File: src/rtl/seg7_reg_monitor.sv
// seg7_reg_monitor: 4-digit multiplexed 7-segment display of CPU debug registers with debounced page select
module seg7_reg_monitor #(
   parameter int SCAN_DIV        = 100000,
   parameter int DEBOUNCE_CYCLES = 1000000
) (
   input  logic        clk,
   input  logic        reset,
   input  logic [31:0] output1,
   input  logic [31:0] output2,
   input  logic        page_btn,
   output logic [3:0]  an,
   output logic [7:0]  seg,
   output logic [1:0]  page
);
   localparam int SW = $clog2(SCAN_DIV);
   localparam int DW = $clog2(DEBOUNCE_CYCLES);
   localparam logic [SW-1:0] SCAN_MAX = SW'(SCAN_DIV - 1);
   localparam logic [DW-1:0] DB_MAX   = DW'(DEBOUNCE_CYCLES - 1);
   localparam logic [6:0] GLYPH [16] = '{
      7'b1000000, 7'b1111001, 7'b0100100, 7'b0110000,
      7'b0011001, 7'b0010010, 7'b0000010, 7'b1111000,
      7'b0000000, 7'b0010000, 7'b0001000, 7'b0000011,
      7'b1000110, 7'b0100001, 7'b0000110, 7'b0001110
   };
   logic          sync1_q, sync2_q, db_q, db_d, db_dly_q;
   logic [DW-1:0] db_cnt_q, db_cnt_d;
   logic [1:0]    page_q, page_d, dig_q, dig_d;
   logic [SW-1:0] scan_q, scan_d;
   logic          scan_wrap;
   logic [15:0]   snap_q, snap_d, sel;
   logic [3:0]    nib, an_q, an_d;
   logic [7:0]    seg_q, seg_d;
   // Button debounce: accept a new level only after it has been stable long enough; step page on accepted press
   always_comb begin
      db_d     = db_q;
      db_cnt_d = '0;
      if (sync2_q != db_q) begin
         db_cnt_d = db_cnt_q + 1'b1;
         if (db_cnt_q == DB_MAX) begin
            db_d     = sync2_q;
            db_cnt_d = '0;
         end
      end
      page_d = (db_q && !db_dly_q) ? page_q + 2'd1 : page_q;
   end
   // Digit scan, frame-boundary snapshot and registered display drive
   always_comb begin
      scan_wrap = scan_q == SCAN_MAX;
      scan_d    = scan_wrap ? '0 : scan_q + 1'b1;
      dig_d     = scan_wrap ? dig_q + 2'd1 : dig_q;
      sel       = page_q[1] ? (page_q[0] ? output2[31:16] : output2[15:0])
                            : (page_q[0] ? output1[31:16] : output1[15:0]);
      snap_d    = (scan_wrap && dig_q == 2'd3) ? sel : snap_q;
      nib       = snap_q[{dig_q, 2'b00} +: 4];
      an_d      = ~(4'b0001 << dig_q);
      seg_d     = {dig_q != page_q, GLYPH[nib]};
   end
   // State registers; reset blanks the display immediately
   always_ff @(posedge clk or posedge reset) begin
      if (reset) begin
         sync1_q  <= 1'b0;
         sync2_q  <= 1'b0;
         db_q     <= 1'b0;
         db_dly_q <= 1'b0;
         db_cnt_q <= '0;
         page_q   <= 2'd0;
         scan_q   <= '0;
         dig_q    <= 2'd0;
         snap_q   <= 16'h0000;
         an_q     <= 4'b1111;
         seg_q    <= 8'hFF;
      end else begin
         sync1_q  <= page_btn;
         sync2_q  <= sync1_q;
         db_q     <= db_d;
         db_dly_q <= db_q;
         db_cnt_q <= db_cnt_d;
         page_q   <= page_d;
         scan_q   <= scan_d;
         dig_q    <= dig_d;
         snap_q   <= snap_d;
         an_q     <= an_d;
         seg_q    <= seg_d;
      end
   end
   assign an   = an_q;
   assign seg  = seg_q;
   assign page = page_q;
endmodule

File: config.mk
export PLATFORM = sky130hd
export DESIGN_NAME = seg7_reg_monitor
export DESIGN_NICKNAME = d
export VERILOG_FILES = /design/src/rtl/seg7_reg_monitor.sv
export SDC_FILE = /design/constraint.sdc
export NUM_CORES = 1
export LEC_CHECK = 0
export CAP_MARGIN = 20
export CORE_MARGIN = 5
export CORE_UTILIZATION = 40
export CTS_CLUSTER_DIAMETER = 80
export DETAILED_ROUTE_END_ITERATION = 16
export GPL_ROUTABILITY_DRIVEN = 0
export GPL_TIMING_DRIVEN = 1
export PLACE_DENSITY = 0.77
export SLEW_MARGIN = 20
export SYNTH_ARGS = -nofsm -noshare
export SYNTH_HDL_FRONTEND = slang
export SYNTH_SLANG_ARGS = --single-unit
File: constraint.sdc
create_clock -name clk -period 4 [get_ports clk]
set_clock_uncertainty 0.05 [all_clocks]
set_input_delay 0.8 -clock clk [delete_from_list [all_inputs] [get_ports clk]]
set_output_delay 0.8 -clock clk [all_outputs]
set_load 0.02 [all_outputs]
* Word-level counts from Yosys, hierarchy flattened
Memory sizes are Yosys's and may differ from the RTL's. A register that Yosys moved wholly into a read port is not among the register bits. Index checks and enable logic that the tools add are counted.
Cells by class: add/sub/neg operators 4, order comparisons 1, eq/ne operators 5, shift-type cells 2, mux-type cells 8, bitwise logic cells 2, reductions and logical operators 4
Operator list (count):
- $mux W16 | 3
- $mux W20 | 2
- $add A20 B1 Y20 const B | 1
- $eq A20 B20 Y1 const B | 1
- $add A17 B1 Y17 const B | 1
- $eq A17 B17 Y1 const B | 1
- $mux W17 | 1
- $shiftx A16 B5 Y4 | 1
- $mux W7 | 2
- $ge A5 B5 Y1 const B | 1
- $not A4 Y5 | 1
- $add A2 B1 Y2 const B | 2
- $not A4 Y4 | 1
- $shl A1 B2 Y4 const A | 1
- $eq A2 B2 Y1 const B | 1
- $logic_and A1 B1 Y1 | 2
- $ne A2 B2 Y1 | 1
- $reduce_and A2 Y1 | 1
- $logic_not A1 Y1 | 1
- $ne A1 B1 Y1 | 1
Word-level totals: flip-flop bits (word level) 73, bits in read-only memories 112, output and inout bits 14, memories 1
Memory list:
- (no name shown) | depth 16, width 7, rd ports 1, clocked after Yosys merged registers in 1, wr ports 0, RTL line 56 | seg_d = {dig_q != page_q, GLYPH[nib]};

* Longest topological paths before layout
word-level depth 5, mapped depth 7, gate-level depth less buffers 6

* Worst setup path before layout
Ideal clock, no wire load.
path type register to register, start point register page_q[0], in the netlist page[0], end point register snap_q[1], data arrival time 1.767 ns, data required time 3.823 ns, path slack 2.055 ns, cell stages (with the launch flop) 5, cells stage by stage dfrtp_1 > buf_2 > buf_4 > mux4_2 > mux2_1
Between the ends: cells in the longest elaborated chain, start to end 2, elaborated cells between the ends (all ways) 3
RTL lines:
- start, declared | RTL line 27 | logic [1:0] page_q, page_d, dig_q, dig_d;
- start signal, assigned | RTL line 78 | page_q <= page_d;
- $mux W16 (on tied branches) | RTL line 52, 51
- $mux W16 (*) | RTL line 51 | sel = page_q[1] ? (page_q[0] ? output2[31:16] : output2[15:0])
- end signal, assigned | RTL line 81 | snap_q <= snap_d;
- end, declared | RTL line 30 | logic [15:0] snap_q, snap_d, sel;
Mark *: on every way between the ends. The rest lies on a longest branch, timed or not. A chain may end at the register's enable or synchronous reset.

* Final worst setup path
start point register seg_q[4], in the netlist seg[4], end point output seg[4]
RTL lines:
- start, declared | RTL line 32 | logic [7:0] seg_q, seg_d;
- end, declared | RTL line 12 | output logic [7:0] seg,
No word-level cell between the ends.

==> run_results.csv <==
group,metric,value,unit
synthesis,ys_ff_latch,73,
timing,max_freq,432,MHz
floorplan,io_pins,81,
cts,tritoncts,"done",
routing,vias,2734,
job,cap_violations,0,
timing,min_period_over_period,57.9,%
synthesis,yosys.area.top_type,"dfrtp_1",
routing,wl,8.04,mm
layout,final_util,53.1,%
synthesis,synth_top_area_share,39.8,%
cts,cts.clk_slew.worst_paths,80,ps
setup_path,path_buf_inv,1,
timing,worst_pin_slew,903,ps
global_routing,grt_pass1_vias,2911,
status,status,"finished, final reports clean",
synthesis,synth_edf_count,0,
setup_path,crit_slowest_cell,"clkdlybuf4s50_1",
cts,clockBufferDepth,2,
layout,nets,475,
power_and_ir_drop,ir_drop,228,µV
routing,final_antenna_net_count,0,
floorplan,initial_core_util,41.3,%
cts,post_cts_resize_count,0,
floorplan,coreArea,9280,µm²
setup_path,crit_required,3150,ps
placement,io_buffers,80,
global_routing,overflow,0,
floorplan,die_area,11700,µm²
power_and_ir_drop,leakagePower,1.98,nW
setup_path,crit_chain,"clkdlybuf4s50_1",
synthesis,synth_cell_type_count,45,
synthesis,yosys_most_used_dff,"dfrtp_1",
timing,fin_tns_setup,0,ps
routing,post_drt_wl_per_cell,15.2,µm
timing,rsz0062_at_grt,"no",
synthesis,syn_avg_cell_area,12.3,µm²
synthesis,synth_nets,391,
timing,setup-violations-final,0,
floorplan,dieHeight,108,µm
synthesis,syn_area,3840,µm²
floorplan,die_width,108,µm
setup_path,max_stage_delay,600,ps
setup_path,critPathKind,"register to output port",
global_routing,grt_max_degree,54,
cts,cts_sinks,73,
timing,finalHoldViolations,0,
synthesis,syn_inst,312,
setup_path,crit_start,"seg[4]$_DFF_PP1_",
routing,firstDrtPassIters,4,
setup_path,r2r_start,"dig_q[0]$_DFFE_PP0N_",
timing,slew_violations,0,
placement,dp_hpwl,6.10,mm
global_routing,antenna_found_initial,0,
layout,drive_above_1_share,19.5,%
cts,h-tree-depth,3,
synthesis,async_flop_share,100,%
routing,drt_iter0_drc,109,
layout,nFillCells,820,
timing,hold_slack,314,ps
timing,min_period,2310,ps
layout,diodes,0,
timing,slew_headroom,39.8,%
global_routing,grt_pass1_wl,13.7,mm
worst_hold_path,min_from,"sync1_q$_DFF_PP0_",
synthesis,synth.most_common_cell,"dfrtp_1",
synthesis,yosysSeqAreaShare,48.0,%
setup_path,end_kind,"output port",
routing,route.detailed.drc,0,
cts,cts_buffers,9,
layout,layout-area-overhead-vs-synth,28.5,%
synthesis,synthTopCellsByCount,"dfrtp_1 (61), nor2_1 (21), mux4_2 (20)",
power_and_ir_drop,powerDensity,295,nW/µm²
floorplan,placementRows,35,
synthesis,yosysWarnings,0,
setup_path,startpoint_type,"register",
cts,hold_buffers,0,
cts,cts-root-buf,"clkbuf_8",
routing,viasPerCell,5.16,
global_routing,grt_use_total,14.9,%
synthesis,synth_area_leaders,"dfrtp_1 (40%), mux4_2 (12%), dfstp_2 (8.2%), mux2_2 (5.0%), ha_1 (3.9%)",
setup_path,worstPathArrival,1460,ps
cts,post_cts_buffers,0,
worst_hold_path,hold_class,"register to register",
cts,clk_latency,350,ps
setup_path,crit_family,"buffers and inverters",
setup_path,cp_max_fo,1,
-- sequential cells by signal, indices dropped and copies added, names as in the netlist --
register	cells
sync2_q	1
an	4
sync1_q	1
seg	8
snap_q	16
db_q	1
db_cnt_q	20
db_dly_q	1
scan_q	17
page	2
dig_q	2
-- per-stage QoR --
step | area, µm² | setup slack (ps) | power [W] | cells
global route | 4930 | 1640 | 0.00152 | 530
finish | 4930 | 1690 | 0.00146 | 530
global placement | 4750 | 1680 | 0.000934 | 514
detailed placement | 4750 | 1640 | 0.000941 | 514
CTS | 4930 | 1650 | 0.00147 | 530
floorplan | 3840 | 1320 | 0.000849 | 312
-- per-layer routing --
metal	wire length (µm)	vias up	GRT usage (%)
met5	0	-	0
li1	-	1299	-
met4	162	0	4.78
met2	4200	58	26.2
met3	372	12	4.30
met1	3310	1365	17.4
-- placed cells by master, fill, tap and decap left out, drive strengths merged, types with 4 or more instances in the layout --
cell | Yosys | layout
ha | 12 | 12
nand2 | 19 | 19
xnor2 | 15 | 15
clkbuf | 1 | 12
xor2 | 14 | 14
and4 | 6 | 6
dfstp | 12 | 12
and3 | 4 | 4
a21oi | 10 | 10
or3 | 7 | 7
inv | 13 | 12
dfrtp | 61 | 61
nand3 | 15 | 15
o21ai | 11 | 11
clkdlybuf4s50 | 0 | 80
buf | 10 | 4
mux2 | 19 | 19
mux4 | 20 | 20
o31ai | 4 | 4
nor2 | 21 | 21
nand4 | 9 | 9
-- power by group --
group,internal (W),total (W),switching [W]
Sequential,0.000760,0.000770,0.0000107
Combinational,0.0000976,0.000155,0.0000571
Clock,0.000262,0.000532,0.000269
Total,0.00112,0.00146,0.000337
-- area by class of cell --
class                      instances  area, µm²  share of cell area [%]
clock inverter                     4       27.5                   0.558
inverter                          13       50.0                    1.01
clock buffer                      12        156                    3.17
tap                              129        161                    3.27
timing repair buffer              84        831                    16.8
sequential                        73       1840                    37.3
multi-input combinational        215       1870                    37.8
-- cell families (layout without fill, tap and decap cells) --
kind of cell,Yosys count,in the layout,share of synthesized area [%]
buf+inv,24,113,3.42
simple gates,102,102,15.4
flops,73,73,48.0
fa+ha+maj,12,12,3.91
mux,39,39,17.3
compound gates,33,33,5.38
xor+xnor,29,29,6.62
-- worst paths after layout --
path	end	slack, ps	cells after the start
setup reg to reg	seg[0]$_DFF_PP1_	1870	5
max in group asynchronous	an[1]$_DFF_PP1_	2270	3
min in group asynchronous	scan_q[12]$_DFF_PP0_	890	2
setup / recovery	seg[4]	1690	1
hold / removal	sync2_q$_DFF_PP0_	310	0
hold reg to reg	sync2_q$_DFF_PP0_	310	0
No activity file was read; power rests on OpenSTA's default activity.
